$ cat config.mk
export PLATFORM = sky130hd
export DESIGN_NAME = product_accum
export DESIGN_NICKNAME = d
export VERILOG_FILES = /design/src/rtl/product_accum.sv
export SDC_FILE = /design/constraint.sdc
export NUM_CORES = 1
export LEC_CHECK = 0
export ABC_AREA = 1
export CAP_MARGIN = 15
export CORE_MARGIN = 8
export CORE_UTILIZATION = 56
export DETAILED_ROUTE_END_ITERATION = 16
export GPL_TIMING_DRIVEN = 0
export PLACE_DENSITY = 0.82
export SYNTH_ARGS = -nofsm -noshare
export SYNTH_HDL_FRONTEND = slang
export SYNTH_SLANG_ARGS = --single-unit
$ cat constraint.sdc
create_clock -name clk -period 3.1 [get_ports clk]
set_clock_uncertainty 0.15 [all_clocks]
set_input_delay 0.93 -clock clk [delete_from_list [all_inputs] [get_ports clk]]
set_output_delay 0.93 -clock clk [all_outputs]
set_load 0.05 [all_outputs]
$ cat src/rtl/product_accum.sv
// Frame accumulator for signed 16-bit products: sums beats into a saturating
// ACC_W-bit register and offers one result per frame on a valid/ready port.
module product_accum #(
    parameter int ACC_W     = 24,
    parameter int MAX_BEATS = 8
) (
    input  logic             clk,
    input  logic             rst_n,
    input  logic             clear,
    input  logic             in_valid,
    output logic             in_ready,
    input  logic [15:0]      product,
    input  logic             in_last,
    output logic             out_valid,
    input  logic             out_ready,
    output logic [ACC_W-1:0] acc_out,
    output logic             out_ovf,
    output logic [7:0]       out_count
);

    typedef enum logic [1:0] {
        IDLE,
        ACCUM,
        HOLD
    } state_t;

    localparam logic [ACC_W-1:0] SAT_MAX = {1'b0, {(ACC_W-1){1'b1}}};
    localparam logic [ACC_W-1:0] SAT_MIN = {1'b1, {(ACC_W-1){1'b0}}};
    localparam logic [7:0]       MAX_CNT = 8'(MAX_BEATS);

    state_t           state, state_nxt;
    logic [ACC_W-1:0] acc, acc_nxt;
    logic [7:0]       count, count_nxt;
    logic             ovf, ovf_nxt;

    logic [ACC_W:0]   prod_ext;
    logic [ACC_W:0]   sum;
    logic             sum_ovf;
    logic             beat;

    // One guard bit above the accumulator exposes signed overflow as a
    // disagreement between the top two bits of the sum.
    assign prod_ext = {{(ACC_W+1-16){product[15]}}, product};
    assign sum      = {acc[ACC_W-1], acc} + prod_ext;
    assign sum_ovf  = sum[ACC_W] ^ sum[ACC_W-1];

    assign in_ready = (state != HOLD);
    assign beat     = in_valid && in_ready;

    always_comb begin
        // NOTE: every signal gets a default first so no path leaves it
        // unassigned, which would otherwise infer a latch.
        state_nxt = state;
        acc_nxt   = acc;
        count_nxt = count;
        ovf_nxt   = ovf;
        case (state)
            IDLE: begin
                if (beat) begin
                    acc_nxt   = prod_ext[ACC_W-1:0];
                    count_nxt = 8'd1;
                    ovf_nxt   = 1'b0;
                    state_nxt = (in_last || MAX_CNT == 8'd1) ? HOLD : ACCUM;
                end
            end
            ACCUM: begin
                if (beat) begin
                    if (sum_ovf) begin
                        acc_nxt = sum[ACC_W] ? SAT_MIN : SAT_MAX;
                        ovf_nxt = 1'b1;
                    end else begin
                        acc_nxt = sum[ACC_W-1:0];
                    end
                    count_nxt = count + 8'd1;
                    if (in_last || count_nxt == MAX_CNT) begin
                        state_nxt = HOLD;
                    end
                end
            end
            HOLD: begin
                if (out_ready) begin
                    state_nxt = IDLE;
                    acc_nxt   = '0;
                    count_nxt = 8'd0;
                    ovf_nxt   = 1'b0;
                end
            end
            default: state_nxt = IDLE;
        endcase
    end

    // NOTE: sequential state uses non-blocking assignments so every register
    // samples the pre-edge values regardless of statement order.
    always_ff @(posedge clk) begin
        if (!rst_n || clear) begin
            state <= IDLE;
            acc   <= '0;
            count <= 8'd0;
            ovf   <= 1'b0;
        end else begin
            state <= state_nxt;
            acc   <= acc_nxt;
            count <= count_nxt;
            ovf   <= ovf_nxt;
        end
    end

    // Result fields read as zero whenever no result is being offered.
    assign out_valid = (state == HOLD);
    assign acc_out   = out_valid ? acc   : '0;
    assign out_ovf   = out_valid ? ovf   : 1'b0;
    assign out_count = out_valid ? count : 8'd0;

endmodule

* Word level (Yosys, flattened, before mapping)
Index checks and enable logic that the tools add are counted.
Word-level totals: input port bits 22, register bits 35, logic and storage cells 49, output and inout bits 35
Cells by class: add/sub/neg operators 2, equal/unequal tests 9, bitwise operators 1, reduce and logical (&&, ||, !) cells 9, mux-type cells 24
Operators by type and width (count):
- 2-to-1 mux 24 bit | 6
- one-hot mux 24 bit (3 select lines) | 1
- 2-to-1 mux 8 bit | 4
- adder 24 x 16 -> 25 bit | 1
- one-hot mux 8 bit (3 select lines) | 1
- 2-to-1 mux 2 bit | 5
- != test 2 bit, second input constant | 5
- adder 8 x 1 -> 8 bit, second input constant | 1
- equality test 8 x 4 -> 1 bit, second input constant | 1
- AND reduction 4 bit | 2
- one-hot mux 2 bit (3 select lines) | 1
- 2-to-1 mux 1 bit | 5
- AND reduction 5 bit | 1
- one-hot mux 1 bit (3 select lines) | 1
- nonzero test 3 bit | 1
- equality test 2 x 1 -> 1 bit, second input constant | 1
- equality test 2 bit, second input constant | 1
- zero test 2 bit | 1
- logical OR 1 bit | 2
- != test 2 x 1 -> 1 bit, second input constant | 1
- logical AND 1 bit | 1
- zero test 1 bit | 1
- XOR 1 bit | 1

* Longest topological paths before layout
Gate-level depths: netlist of run 1.
word-level depth 6, gate-level depth with buffers 17, depth with buffers taken out 16

* Worst setup path before layout of run 1
OpenSTA, ideal clock, no wires.
path type input port to flip-flop, start point input port product[0], end point register acc[5], data required time 2.883 ns, stages on the path 15, setup time 0.067 ns, path slack 0.195 ns, arrival time 2.688 ns, path buffers 1, path through ha_1 > inv_1 > fa_1 > inv_1 > nand3_1 > nand2_2 > nand2_1 > nand2_2 > nand2_1 > nand4_1 > nand2_2 > a21oi_4 > buf_6 > nand2_1 > a21oi_2
Between the ends: word-level cells in the longest chain between the ends 5, elaborated cells between the ends (all ways) 6, those cells by class add/sub: 1; mux: 4; bitwise: 1
Ends and longest elaborated chain:
- start, declared | line 12 | input logic [15:0] product,
- adder 24 x 16 -> 25 bit * | line 44 | assign sum = {acc[ACC_W-1], acc} + prod_ext;
- 2-to-1 mux 24 bit / XOR 1 bit (equally long branches) | line 69, 45
- 2-to-1 mux 24 bit * | line 68 | if (sum_ovf) begin
- 2-to-1 mux 24 bit * | line 67 | if (beat) begin
- one-hot mux 24 bit (3 select lines) * | line 57 | case (state)
- end signal, assigned | line 102 | acc <= acc_nxt;
- end, declared | line 32 | logic [ACC_W-1:0] acc, acc_nxt;
Mark *: on every way between the ends. The rest lies on a longest branch, timed or not. The select of a mux whose other input is x is not followed. A chain may end at the register's enable or synchronous reset.

* Final worst setup path of run 1
start point input port product[0], end point register acc[10]
The elaborated chain is that of the path after synthesis.

==> results of run 1 <==
-- flip-flops by register name (all words and copies together), names as in the netlist --
register  count
acc          24
count         8
state         2
ovf           1
-- power by group --
group	internal, mW	total (mW)	switching [mW]
registers	0.483	0.517	0.0343
logic	0.354	0.934	0.580
clock network	0.240	0.445	0.205
-- stage by stage --
step | cells | worst slack (ns)
final | 804 | 0.06274
after global routing | 804 | -0.01403
after CTS | 799 | 0.0005678
after detailed placement | 781 | -0.8039
after global placement | 781 | -0.7278
after floorplan | 645 | 0.1953
-- worst reg2reg max path, cell delays in order, from the launching register on --
cell and delay (ns):
dfxtp_1 0.35, inv_1 0.08, ha_1 0.21, buf_2 0.18, inv_2 0.11, nand2_1 0.05, o21ai_0 0.07, o21a_1 0.18
inv_1 0.10, a21oi_4 0.29, clkbuf_1 0.45, o21ai_0 0.20, a21oi_2 0.16
-- layout by cell type (no fill, tap or decap), types with 11 or more instances in the layout --
master and n:
nand2_1 192, inv_1 104, a21oi_1 51, nand3_1 40, dfxtp_1 35, nor2_1 34
o21ai_0 33, clkdlybuf4s15_2 22, a21oi_2 20, ha_4 15, nand2_2 13, nand4_1 13
dlymetal6s2s_1 13, buf_6 11
-- layout make-up --
class	instances	share of cell area (%)
tap	80	1.994
buffer	17	2.367
sequential	35	13.95
multi-input combinational	483	57.21
timing repair buffer	71	14.00
inverter	110	8.223
clock buffer	5	1.371
clock inverter	3	0.8722
-- kinds of logic (layout without fill, tap and decap cells) --
family	Yosys count	in the layout
and+or+nand+nor	314	314
buffers and inverters	127	206
AOI/OAI and AO/OA	122	122
DFF	35	35
adders and majority gates	29	29
xor gates and xnor gates	18	18
-- per-layer routing --
metal / GRT usage [%] / vias to the layer above / part of all wire, %
met5: 0 / - / 0
met4: 9.209 / 0 / 2.6
met3: 4.694 / 36 / 7.0
met2: 43.64 / 189 / 48
met1: 30.37 / 2150 / 43
li1: - / 2211 / -
-- timing repair --
item | CTS | global route
cloned | 2 | 2
resized for setup | 119 | 67
buffers inserted | 8 | 3
endpoints found under the hold margin | 0 | 0
setup endpoints to repair | 59 | 42
pin swaps | 8 | 10
-- path summary, 6_finish.rpt --
kind                          from                     to  slack (ns)  cells past startpoint
min reg2reg  count[7]$_SDFFE_PP0P_  count[7]$_SDFFE_PP0P_        0.35                      2
max reg2reg  state[0]$_SDFFE_PP0P_    acc[6]$_SDFFE_PP0P_        0.45                     12
min          count[7]$_SDFFE_PP0P_  count[7]$_SDFFE_PP0P_        0.35                      2
max                     product[0]   acc[10]$_SDFFE_PP0P_        0.06                     16
==> metrics.md, run 1 <==
| Metric | Value |
|---|---|
| CP max-delay cell | `fa_2` |
| Compound-gate portion of the synthesized area | `18.90%` |
| HPWL Detailed | `9241 um` |
| Via Count | `4586` |
| First-pass GRT wire length | `20220 um` |
| Synth top area cells | `nand2_1 (19%), dfxtp_1 (18%), inv_1 (10%)` |
| Longest Clk Path Bufs | `2` |
| Syn_nets | `696` |
| CTS buffer count | `5` |
| Root buffer cell | `clkbuf_8` |
| FF/Latch Area | `700.7 um2` |
| Min Tclk post-route | `3.037 ns` |
| Slew headroom | `55.41%` |
| WL/cell | `16.25 um` |
| Period Utilization, post-route | `97.98%` |
| Buffers added on ports | `56` |
| Clock sink total | `35` |
| Drt total wl | `13070 um` |
| Status | `completed` |
| Synth Area in Simple Gates | `35.17%` |
| Power per cell area | `377.7 nW/um2` |
| Post-route cell area | `5021 um2` |
| Critical Path RT | `3.19 ns` |
| Crit Path Max Fanout | `5` |
| DP Area | `4453 um2` |
| Post-synth EDFFs | `0` |
| Syn Area/Cell | `5.880 um2` |
| Worst stage delay on the critical path | `0.34 ns` |
| Leakage power | `2.581 nW` |
| Sequential area share after synthesis | `18.48%` |
| Slew @ Worst Pin | `0.6663 ns` |
| Yosys cell types | `32` |
| # nets final | `774` |
| Endpoints failing setup | `0` |
| CP endpoint kind | `register` |
| #FFs+latches synth | `35` |
| Multi-input logic area | `2873 um2` |
| Core Util, Final | `75.15%` |
| TritonRoute pass-1 iters | `5` |
| Drt drc | `0` |
| Setup_tns | `0 ns` |
| Initial drt markers | `393` |
| Synth warn | `0` |
| Vias in the first global route | `4374` |
| Most frequent cells after synthesis | `nand2_1 (197), inv_1 (106), a21oi_1 (60), nand3_1 (42), nor2_1 (37)` |
| Core region area | `6681 um2` |
| IO Pins | `57` |
| Die area | `9661 um2` |
| Most numerous cell in the Yosys netlist | `nand2_1` |
| Largest net degree at the start of global routing | `13` |
| Layout fillers | `569` |
| Total congestion overflow | `0` |
| Cell repeated most along the worst path | `nand2_2` |
| Hold slack | `0.3459 ns` |
| Layout area overhead | `32.40%` |
| Top cell type's share of synthesized area | `19.50%` |
| Post-synth top area cell | `nand2_1` |
| Fmax | `329.2 MHz` |
| Clk_lat worst skew | `0.30 ns` |
| Slew Viols, Final | `0` |
| CP Data Arrival Time | `3.13 ns` |
| Final Power | `1.896 mW` |
| GPL Wtd Cong | `0.9615` |
| H-tree levels | `2` |
| Post-Synth Adder-Cell Area | `9.766%` |
| CP delay by family, top | `simple AND/OR/NAND/NOR gates` |
| CTS Hold Buffers Added | `0` |
| Worst Hold Class | `reg2reg` |
| Chip width | `98.29 um` |
| Worst-path clk slew | `0.08 ns` |
| Mux contribution to synthesized area | `0%` |
| Total track usage | `25.31%` |
| Post-Syn Area | `3792 um2` |
| RSZ-0062 raised after global routing | `yes` |
| Layout cell share with drive strength beyond 1 | `19.48%` |
| Max cap viols | `0` |
| Main synth FF type | `dfxtp_1` |
| Async SR Flop Fraction | `0%` |
| Main combinational cell family by area after synthesis | `simple AND/OR/NAND/NOR gates` |
| # rows | `30` |
| Avg Vias per Cell | `5.704` |
| TritonCTS clock tree | `done` |
| VDD IR max | `308.9 uV` |
| Antenna violations before repair | `0` |
| Post-route ant nets | `0` |
| Crit path kind | `in2reg` |
| Cells after Synth | `645` |
| Critical path cell sequence | `clkdlybuf4s15_1 > ha_2 > inv_2 > fa_2 > inv_2 > nand3_2 > nand2_2 > nand2_1 > nand2_2 > nand2_4 > nand4_1 > nand2_2 > a21oi_4 > buf_6 > nand2_1 > a21oi_2` |
| Starting density of the core | `56.76%` |
| Final hold violation count | `0` |
| Antenna diodes | `0` |
| XOR/XNOR Fraction of Synth Area | `4.157%` |
| DIE HEIGHT | `98.29 um` |
| Crit path launch type | `primary input` |
| CP bufs+invs | `4` |
Power figures use the tool's default switching activity.
==> inputs of run 2 (changes only) <==
--- a/config.mk
+++ b/config.mk
@@ -8,10 +8,10 @@
 export ABC_AREA = 1
 export CAP_MARGIN = 15
 export CORE_MARGIN = 8
-export CORE_UTILIZATION = 56
+export CORE_UTILIZATION = 50
 export DETAILED_ROUTE_END_ITERATION = 16
 export GPL_TIMING_DRIVEN = 0
-export PLACE_DENSITY = 0.82
+export PLACE_DENSITY_LB_ADDON = 0.08
 export SYNTH_ARGS = -nofsm -noshare
 export SYNTH_HDL_FRONTEND = slang
 export SYNTH_SLANG_ARGS = --single-unit
==> constraint.sdc (replaced) <==
create_clock -name clk -period 2.6 [get_ports clk]
set_clock_uncertainty 0.15 [all_clocks]
set_input_delay 0.78 -clock clk [delete_from_list [all_inputs] [get_ports clk]]
set_output_delay 0.78 -clock clk [all_outputs]
set_load 0.05 [all_outputs]
==> metrics.md, run 2 (synthesized netlist as in run 1, its figures left out) <==
| Metric | Value |
|---|---|
| Status | `complete, but fails checks` |
| Failing checks | `negative setup slack` |
| Most common cell after layout, fill and taps aside | `nand2_1` |
| Initial drt markers | `299 (-24%)` |
| Largest registers | `acc: 24 flops, count: 8 flops, state: 2 flops` |
| Final hold violation count | `0 (unchanged)` |
| Leakage power | `2.825 nW (+9.5%)` |
| Slew headroom | `56.33% (+0.92 points)` |
| CP Data Arrival Time | `2.79 ns (-0.34 ns)` |
| Commonest cells after routing, fill and taps aside | `nand2_1 (155), inv_1 (101), buf_4 (63)` |
| CTS buffer count | `5 (unchanged)` |
| First-pass GRT wire length | `21420 um (+6.0%)` |
| Antenna diodes | `0 (unchanged)` |
| Fmax | `370.6 MHz` |
| Chip width | `103.1 um (+4.9%)` |
| Layout area overhead | `51.83%` |
| Switching share of power | `42.15% (-1.1 points)` |
| Final Power | `2.687 mW (+42%)` |
| Worst-path clk slew | `0.09 ns (about the same)` |
| Largest net degree at the start of global routing | `13 (unchanged)` |
| Internal | `1.555 mW (+44%)` |
| Slew Viols, Final | `0 (unchanged)` |
| Slew @ Worst Pin | `0.6551 ns (-0.01127 ns)` |
| Biggest register | `acc` |
| Drt drc | `0 (unchanged)` |
| Cell total after placement | `800 (+2.4%)` |
| Share of power burned in registers | `23.2% (-4.1 points)` |
| Max cap viols | `0 (unchanged)` |
| Clock sink total | `35 (unchanged)` |
| Buffers added on ports | `56 (unchanged)` |
| Clock share of power | `23.3% (-0.2 points)` |
| Crit path launch type | `primary input` |
| Core region area | `7292 um2 (+9.1%)` |
| TritonCTS clock tree | `done` |
| CP bufs+invs | `4 (unchanged)` |
| Power per cell area | `466.7 nW/um2 (+24%)` |
| Combinational power share | `53.5% (+4.3 points)` |
| Layout cell share with drive strength beyond 1 | `35.02% (+16 points)` |
| # rows | `31 (+3.3%)` |
| Worst Hold Class | `reg2reg` |
| DIE HEIGHT | `103.1 um (+4.9%)` |
| Total track usage | `25.13% (-0.19 points)` |
| TritonRoute pass-1 iters | `6 (+1)` |
| CP endpoint kind | `register` |
| Drt total wl | `13960 um (+6.8%)` |
| Min Tclk post-route | `2.699 ns` |
| CP delay by family, top | `simple AND/OR/NAND/NOR gates` |
| Longest Clk Path Bufs | `2 (unchanged)` |
| Setup ws final | `-0.09854 ns (-0.1613 ns)` |
| IO Pins | `57 (unchanged)` |
| WL/cell | `16.42 um (+1.0%)` |
| Pre-CTS setup slack | `-1.058 ns (-0.2544 ns)` |
| Avg Vias per Cell | `5.567 (-2.4%)` |
| Crit Path Max Fanout | `5 (unchanged)` |
| Endpoints failing setup | `24 (+24)` |
| Via Count | `4732 (+3.2%)` |
| Crit path kind | `in2reg` |
| HPWL Detailed | `8945 um (-3.2%)` |
| VDD IR max | `391.8 uV (+27%)` |
| Worst stage delay on the critical path | `0.39 ns (+0.05 ns)` |
| Starting density of the core | `52.01% (-4.8 points)` |
| CP max-delay cell | `fa_2` |
| Hold slack | `0.3580 ns (+0.01207 ns)` |
| Max reg flops | `24 (unchanged)` |
| # nets final | `801 (+3.5%)` |
| Critical path cell sequence | `buf_8 > ha_4 > inv_4 > fa_2 > inv_2 > nand3_4 > nand2_4 > nand2_2 > nand2_2 > nand2_4 > nand4_1 > nand2_4 > a21oi_4 > buf_6 > nand2_2 > a21oi_2` |
| Total congestion overflow | `0 (unchanged)` |
| Clk_lat worst skew | `0.30 ns (about the same)` |
| Root buffer cell | `clkbuf_8` |
| Antenna violations before repair | `0 (unchanged)` |
| Post-Layout Cell Count | `850 (+5.7%)` |
| GPL Wtd Cong | `0.9327 (-3.0%)` |
| RSZ-0062 raised after global routing | `yes` |
| Vias in the first global route | `4695 (+7.3%)` |
| Net load switching power | `1.133 mW (+38%)` |
| H-tree levels | `2 (unchanged)` |
| Post-route ant nets | `0 (unchanged)` |
| Critical Path RT | `2.69 ns (-0.50 ns)` |
| Period Utilization, post-route | `103.8%` |
| Die area | `10630 um2 (+10%)` |
run 2: changes by cell type in the layout (fill, tap and decap cells not counted), sizes merged:
cell / previous run / this run
buf: 25 / 84
clkdlybuf4s15: 23 / 7
dlymetal6s2s: 13 / 0
clkbuf: 21 / 18
clkinv: 3 / 1
bufinv: 1 / 2
clkdlybuf4s50: 6 / 5
clkinvlp: 0 / 1
dlygate4sd2: 5 / 6
run 2: area by class of cell:
| class | count | area, um2 |
|---|---|---|
| buffer | 15 | 133.9 |
| clock buffer | 5 | 68.82 |
| clock inverter | 3 | 67.56 |
| fill | 548 | 1534 |
| inverter | 110 | 415.4 |
| multi-input combinational | 483 | 3371 |
| sequential | 35 | 700.7 |
| tap | 99 | 123.9 |
| timing repair buffer | 100 | 877.1 |
run 2: worst paths after layout:
check,start,endpoint,slack (ns),cells past startpoint
worst max register to register,acc[0]$_SDFFE_PP0P_,acc[11]$_SDFFE_PP0P_,0.02,15
worst max-delay path,product[0],acc[11]$_SDFFE_PP0P_,-0.1,16
worst min register to register,count[5]$_SDFFE_PP0P_,count[5]$_SDFFE_PP0P_,0.36,2
worst min-delay path,count[5]$_SDFFE_PP0P_,count[5]$_SDFFE_PP0P_,0.36,2
run 2: metrics by stage:
stage	cell area [um2]	setup TNS, ns	utilization, %
2_1_floorplan	3840	-0.5472	-
3_3_place_gp	4524	-40.91	62.05
3_5_place_dp	4524	-41.35	62.05
4_1_cts	5376	-0.02177	73.73
5_1_grt	5758	-3.866	78.96
6_report	5758	-1.926	78.96
run 2: what timing repair did:
action                     in CTS  in global routing
gates resized for setup       330                 93
gates cloned                    2                  2
buffers inserted               33                  9
setup endpoints to repair      60                 64
pin swaps                      44                 44
hold buffers                    0                  0
run 2: power groups by stage:
| stage | clock, mW | combinational (mW) | sequential (mW) |
|---|---|---|---|
| after global placement | 0 | 0.928 | 0.617 |
| after floorplan | 0 | 0.706 | 0.610 |
| after CTS | 0.630 | 1.16 | 0.621 |
| after global routing | 0.657 | 1.54 | 0.627 |
| after detailed placement | 0 | 0.939 | 0.619 |
| final | 0.626 | 1.44 | 0.623 |
run 2: layer usage:
| layer | up-vias | wire (um) | track usage, % |
|---|---|---|---|
| met4 | 0 | 497 | 10.79 |
| met5 | - | 0 | 0 |
| li1 | 2265 | - | - |
| met3 | 53 | 947 | 4.389 |
| met1 | 2198 | 5707 | 28.93 |
| met2 | 216 | 6803 | 44.42 |
run 2: worst min-delay path, stage by stage (launching register included):
cell,delay (ns)
dfxtp_1,0.35
nand2_1,0.07
a21oi_1,0.05
